--- config.mk ---
export PLATFORM = sky130hd
export DESIGN_NAME = uart_io
export DESIGN_NICKNAME = d
export VERILOG_FILES = /design/src/rtl/uart_io.sv
export SDC_FILE = /design/constraint.sdc
export NUM_CORES = 1
export LEC_CHECK = 0
export ABC_CLOCK_PERIOD_IN_PS = 5900
export CORE_MARGIN = 10
export CORE_UTILIZATION = 60
export DETAILED_ROUTE_END_ITERATION = 10
export PLACE_DENSITY = 0.89
export SLEW_MARGIN = 20
export SYNTH_ARGS = -nofsm -noshare
export SYNTH_HDL_FRONTEND = slang
export SYNTH_SLANG_ARGS = --single-unit
--- constraint.sdc ---
create_clock -name C -period 5.9 [get_ports C]
set_clock_uncertainty 0.15 [all_clocks]
set_input_delay 1.18 -clock C [delete_from_list [all_inputs] [get_ports C]]
set_output_delay 1.18 -clock C [all_outputs]
set_load 0.01 [all_outputs]
--- src/rtl/uart_io.sv ---
`default_nettype none
// ============================================================================
// Module   : uart_io
// Function : memory-mapped 8N1 UART, independent TX/RX with sticky status flags
// Revision : 1.0
// ============================================================================
module uart_io #(
  parameter int BAUD_DIV = 5208
) (
  input  logic       C,
  input  logic       R,
  input  logic       Rx,
  output logic       Tx,
  input  logic       TxWr,
  input  logic [7:0] TxIn,
  input  logic       TxAck,
  input  logic       RxRd,
  output logic [7:0] RxOut,
  output logic       TxBusy,
  output logic       TxRdy,
  output logic       RxRdy,
  output logic       RxOvr,
  output logic       RxFerr
);

  localparam logic [15:0] LAST_CNT = 16'(BAUD_DIV - 1);
  localparam logic [15:0] HALF_CNT = 16'(BAUD_DIV / 2);

  typedef enum logic [1:0] {TIDLE, TSTART, TDATA, TSTOP} tx_state_t;
  typedef enum logic [1:0] {RIDLE, RSTART, RDATA, RSTOP} rx_state_t;

  tx_state_t   tx_state_q;
  logic [15:0] tx_cnt_q;
  logic [2:0]  tx_idx_q;
  logic [7:0]  tx_sh_q;
  logic        tx_q;
  logic        tx_rdy_q;

  rx_state_t   rx_state_q;
  logic [15:0] rx_cnt_q;
  logic [2:0]  rx_idx_q;
  logic [7:0]  rx_sh_q;
  logic [7:0]  rx_out_q;
  logic        rx_rdy_q;
  logic        rx_ovr_q;
  logic        rx_ferr_q;
  logic        rx_meta_q;
  logic        rxs_q;

  // Flag sets are written after clears so a same-cycle set wins.
  always_ff @(posedge C or negedge R) begin
    if (!R) begin
      tx_state_q <= TIDLE;
      tx_cnt_q   <= '0;
      tx_idx_q   <= '0;
      tx_sh_q    <= '0;
      tx_q       <= 1'b1;
      tx_rdy_q   <= 1'b0;
    end else begin
      if (TxAck) tx_rdy_q <= 1'b0;
      case (tx_state_q)
        TIDLE: begin
          if (TxWr) begin
            tx_sh_q    <= TxIn;
            tx_q       <= 1'b0;
            tx_cnt_q   <= '0;
            tx_state_q <= TSTART;
          end
        end
        TSTART: begin
          if (tx_cnt_q == LAST_CNT) begin
            tx_cnt_q   <= '0;
            tx_idx_q   <= '0;
            tx_q       <= tx_sh_q[0];
            tx_state_q <= TDATA;
          end else begin
            tx_cnt_q <= tx_cnt_q + 16'd1;
          end
        end
        TDATA: begin
          if (tx_cnt_q == LAST_CNT) begin
            tx_cnt_q <= '0;
            if (tx_idx_q == 3'd7) begin
              tx_q       <= 1'b1;
              tx_state_q <= TSTOP;
            end else begin
              tx_idx_q <= tx_idx_q + 3'd1;
              tx_q     <= tx_sh_q[1];
              tx_sh_q  <= {1'b0, tx_sh_q[7:1]};
            end
          end else begin
            tx_cnt_q <= tx_cnt_q + 16'd1;
          end
        end
        TSTOP: begin
          if (tx_cnt_q == LAST_CNT) begin
            tx_cnt_q   <= '0;
            tx_rdy_q   <= 1'b1;
            tx_state_q <= TIDLE;
          end else begin
            tx_cnt_q <= tx_cnt_q + 16'd1;
          end
        end
        default: tx_state_q <= TIDLE;
      endcase
    end
  end

  always_ff @(posedge C or negedge R) begin
    if (!R) begin
      rx_meta_q <= 1'b1;
      rxs_q     <= 1'b1;
    end else begin
      rx_meta_q <= Rx;
      rxs_q     <= rx_meta_q;
    end
  end

  // Starting the count at half a bit puts every later sample mid-bit.
  always_ff @(posedge C or negedge R) begin
    if (!R) begin
      rx_state_q <= RIDLE;
      rx_cnt_q   <= '0;
      rx_idx_q   <= '0;
      rx_sh_q    <= '0;
      rx_out_q   <= '0;
      rx_rdy_q   <= 1'b0;
      rx_ovr_q   <= 1'b0;
      rx_ferr_q  <= 1'b0;
    end else begin
      if (RxRd) begin
        rx_rdy_q <= 1'b0;
        rx_ovr_q <= 1'b0;
      end
      case (rx_state_q)
        RIDLE: begin
          if (!rxs_q) begin
            rx_cnt_q   <= HALF_CNT;
            rx_state_q <= RSTART;
          end
        end
        RSTART: begin
          if (rx_cnt_q == LAST_CNT) begin
            rx_cnt_q   <= '0;
            rx_idx_q   <= '0;
            rx_state_q <= rxs_q ? RIDLE : RDATA;
          end else begin
            rx_cnt_q <= rx_cnt_q + 16'd1;
          end
        end
        RDATA: begin
          if (rx_cnt_q == LAST_CNT) begin
            rx_cnt_q <= '0;
            rx_sh_q  <= {rxs_q, rx_sh_q[7:1]};
            rx_idx_q <= rx_idx_q + 3'd1;
            if (rx_idx_q == 3'd7) rx_state_q <= RSTOP;
          end else begin
            rx_cnt_q <= rx_cnt_q + 16'd1;
          end
        end
        RSTOP: begin
          if (rx_cnt_q == LAST_CNT) begin
            rx_cnt_q   <= '0;
            rx_state_q <= RIDLE;
            if (rxs_q) begin
              rx_out_q  <= rx_sh_q;
              rx_rdy_q  <= 1'b1;
              rx_ferr_q <= 1'b0;
              if (rx_rdy_q) rx_ovr_q <= 1'b1;
            end else begin
              rx_ferr_q <= 1'b1;
            end
          end else begin
            rx_cnt_q <= rx_cnt_q + 16'd1;
          end
        end
        default: rx_state_q <= RIDLE;
      endcase
    end
  end

  assign Tx     = tx_q;
  assign TxBusy = (tx_state_q != TIDLE);
  assign TxRdy  = tx_rdy_q;
  assign RxOut  = rx_out_q;
  assign RxRdy  = rx_rdy_q;
  assign RxOvr  = rx_ovr_q;
  assign RxFerr = rx_ferr_q;

endmodule
`default_nettype wire

==> results.sh <==
export IMPL_status="completed"
export IMPL_hold_viol_final=0
export IMPL_slew_violations=0
export IMPL_routed_wl_um=9030
export IMPL_cts_setup_buffers=0
export IMPL_fmaxAchievable_mhz=241
export IMPL_grt_pass1_wl_um=15100
export IMPL_place_congestion=0.885
export IMPL_synth_cell_types=61
export IMPL_avgSynthCellArea_um2=9.83
export IMPL_grt_usage_pct=17.8
export IMPL_ios=28
export IMPL_die_w_um=102
export IMPL_vias=3347
export IMPL_antenna_cells=0
export IMPL_reg2reg_slack_ns=2.96
export IMPL_clk_path_buf_depth=2
export IMPL_port_buffers=27
export IMPL_rsz0062_at_grt="false"
export IMPL_dieArea_mm2=0.0104
export IMPL_ir_drop_v=0.000114
export IMPL_postRouteAntennaNets=0
export IMPL_ctsResizeCount=0
export IMPL_cp_arrival_ns=2.83
export IMPL_ys_ff_latch=73
export IMPL_yosys_warnings=0
export IMPL_drtIter0Drc=247
export IMPL_postSynthCellCount=408
export IMPL_wl_per_cell_um=18.0
export IMPL_fin_nets=446
export IMPL_die_h_um=102
export IMPL_worst_pin_slew_ns=1.03
export IMPL_overflow=0
export IMPL_clock_sinks=73
export IMPL_cts_root_buffer="clkbuf_8"
export IMPL_setup_tns_ns=0
export IMPL_placedCellCount=487
export IMPL_startpoint_type="flip-flop"
export IMPL_p_leak_nw=1.98
export IMPL_path_clk_slew_ns=0.08
export IMPL_htree_levels=3
export IMPL_stdcell_count=503
export IMPL_cts_made_buffers=9
export IMPL_place_hpwl_um=5910
export IMPL_synth_edff_count=0
export IMPL_drive_gt1_share_pct=10.8
export IMPL_core_mm2=0.00642
export IMPL_areaGrowthSynthToFinish_pct=11.0
export IMPL_dr_pass1_iters=5
export IMPL_cts_tree="yes"
export IMPL_max_cap_violations=0
export IMPL_async_reset_ff_share_pct=100
export IMPL_slew_limit_headroom_pct=31.3
export IMPL_worst_skew_pair_late_latency_ns=0.35
export IMPL_hold_path_class="flip-flop to flip-flop"
export IMPL_rows=29
export IMPL_grt_max_degree=74
export IMPL_vias_per_cell=6.65
export IMPL_antenna_found_initial=0
export IMPL_worst_setup_path_type="flip-flop to output pin"
export IMPL_fin_crit_ns=4.16
export IMPL_worst_setup_path_end_kind="output pin"
export IMPL_synth_ff_type="dfrtp_1"
export IMPL_grt_pass1_vias=3161
export IMPL_synth_area_mm2=0.00401
export IMPL_power_density_mw_per_mm2=208
export IMPL_drc=0
export IMPL_ys_seq_area_share_pct=45.6
export IMPL_start_util_pct=62.5
export IMPL_fin_crit_sh_pct=70.4
export IMPL_required_ns=4.57
export IMPL_setup_viol=0
export IMPL_postCtsHoldBufs=0
export IMPL_syn_nets=433
export IMPL_worstPathMaxFanout=31
## worst paths after layout
path / cells past startpoint / start / endpoint
min: 0 / rx_meta_q$_DFF_PN1_ / rxs_q$_DFF_PN1_
max: 4 / tx_state_q[0]$_DFFE_PN0P_ / TxBusy
max reg2reg: 5 / tx_state_q[0]$_DFFE_PN0P_ / tx_sh_q[1]$_DFFE_PN0P_
min in group asynchronous: 2 / R / RxOut[6]$_DFFE_PN0P_
max in group asynchronous: 2 / R / tx_sh_q[4]$_DFFE_PN0P_
min reg2reg: 0 / rx_meta_q$_DFF_PN1_ / rxs_q$_DFF_PN1_
## report_power, final
group          internal, mW  total, mW  switching, mW
sequential            0.501      0.502       0.000953
clock                 0.207      0.403          0.196
combinational       0.00797     0.0192         0.0112
## worst max-delay path: stages (launching register included)
cell and delay (ns):
dfrtp_1 0.41, inv_1 0.13, ha_1 0.86, inv_1 0.47, clkdlybuf4s50_1 0.60
## registers in the layout (all words and copies together) (netlist names), 2 cells and up, named ones only
signal / flops
rx_idx_q: 3
tx_sh_q: 8
tx_state_q: 2
rx_cnt_q: 16
tx_idx_q: 3
tx_cnt_q: 16
rx_sh_q: 8
RxOut: 8
## Yosys cell counts (3+ instances only)
master,instances,area [um^2]
dfrtp_1,70,1750
nand2_1,36,135
nor2_1,29,109
o21ai_0,25,125
a31oi_1,23,144
nand3_1,19,95.1
clkbuf_1,17,63.8
inv_1,14,52.6
a21oi_1,11,55.1
ha_1,11,138
nand4_1,9,56.3
or3_1,9,56.3
mux2_4,8,120
nor3_1,8,40.0
o211a_1,7,70.1
o211ai_1,7,52.6
o22ai_1,6,37.5
mux2_1,5,56.3
mux2_2,5,56.3
nand2b_1,5,31.3
nor4_1,5,31.3
or4_1,5,37.5
a22o_1,4,35.0
and3_1,4,25.0
and4_1,4,35.0
buf_2,4,20.0
nand4b_1,4,35.0
buf_6,3,33.8
dfstp_2,3,78.8
nor2b_1,3,18.8
o31ai_1,3,22.5
## cell families after synthesis
kind of cell               Yosys count  synth area share [%]
and+or+nand+nor                    153                  21.2
AOI/OAI and AO/OA                  110                  18.6
buffers and inverters               40                  4.61
DFF                                 73                  45.6
xor gates and xnor gates             2                 0.437
adders and majority gates           11                  3.43
muxes                               19                  6.05
## area by class of cell
| class | instances | area (um^2) |
|---|---|---|
| Tap cell | 77 | 96.3 |
| Inverter | 14 | 52.6 |
| Fill cell | 482 | 1970 |
| Timing Repair Buffer | 28 | 273 |
| Clock buffer | 10 | 138 |
| Sequential cell | 73 | 1830 |
| Multi-Input combinational cell | 295 | 2000 |
| Clock inverter | 6 | 66.3 |
## metrics by stage
stage / power [mW] / area [um^2] / utilization (%) / worst slack, ns / hold WS [ns]
5_1_grt: 0.950 / 4450 / 69.3 / 1.50 / 0.218
6_report: 0.925 / 4450 / 69.3 / 1.74 / 0.219
3_5_place_dp: 0.532 / 4250 / 66.2 / 2.14 / 0.209
3_3_place_gp: 0.531 / 4250 / 66.2 / 2.25 / 0.196
2_1_floorplan: 0.512 / 4010 / - / 3.35 / 0.195
4_1_cts: 0.927 / 4450 / 69.3 / 1.76 / 0.217
## per-layer routing
layer  GRT usage (%)  vias up  routed length, um
met3            3.06       14                658
met1            23.3     1629               3790
met5               0        -                  0
li1                -     1556                  -
met2            27.8      148               4440
met4            8.69        0                139
## cell usage in the layout, fill, tap and decap left out, types with 3 or more instances in the layout
master / instances
clkbuf_8: 10
a22o_1: 4
a21oi_1: 11
nor4_1: 5
nor2b_1: 3
dfstp_2: 3
clkinvlp_4: 3
nand3_1: 19
clkdlybuf4s50_1: 26
nor2_1: 29
nand4_1: 9
o21ai_0: 25
nor3_1: 8
and4_1: 4
o211ai_1: 7
o22ai_1: 6
ha_1: 11
dfrtp_1: 70
or3_1: 9
o31ai_1: 3
o211a_1: 7
nand4b_1: 4
nand2b_1: 5
mux2_1: 5
inv_1: 14
mux2_4: 8
or4_1: 5
and3_1: 4
mux2_2: 5
nand2_1: 36
a31oi_1: 23
Note: power is estimated with default switching activity, not from simulation.
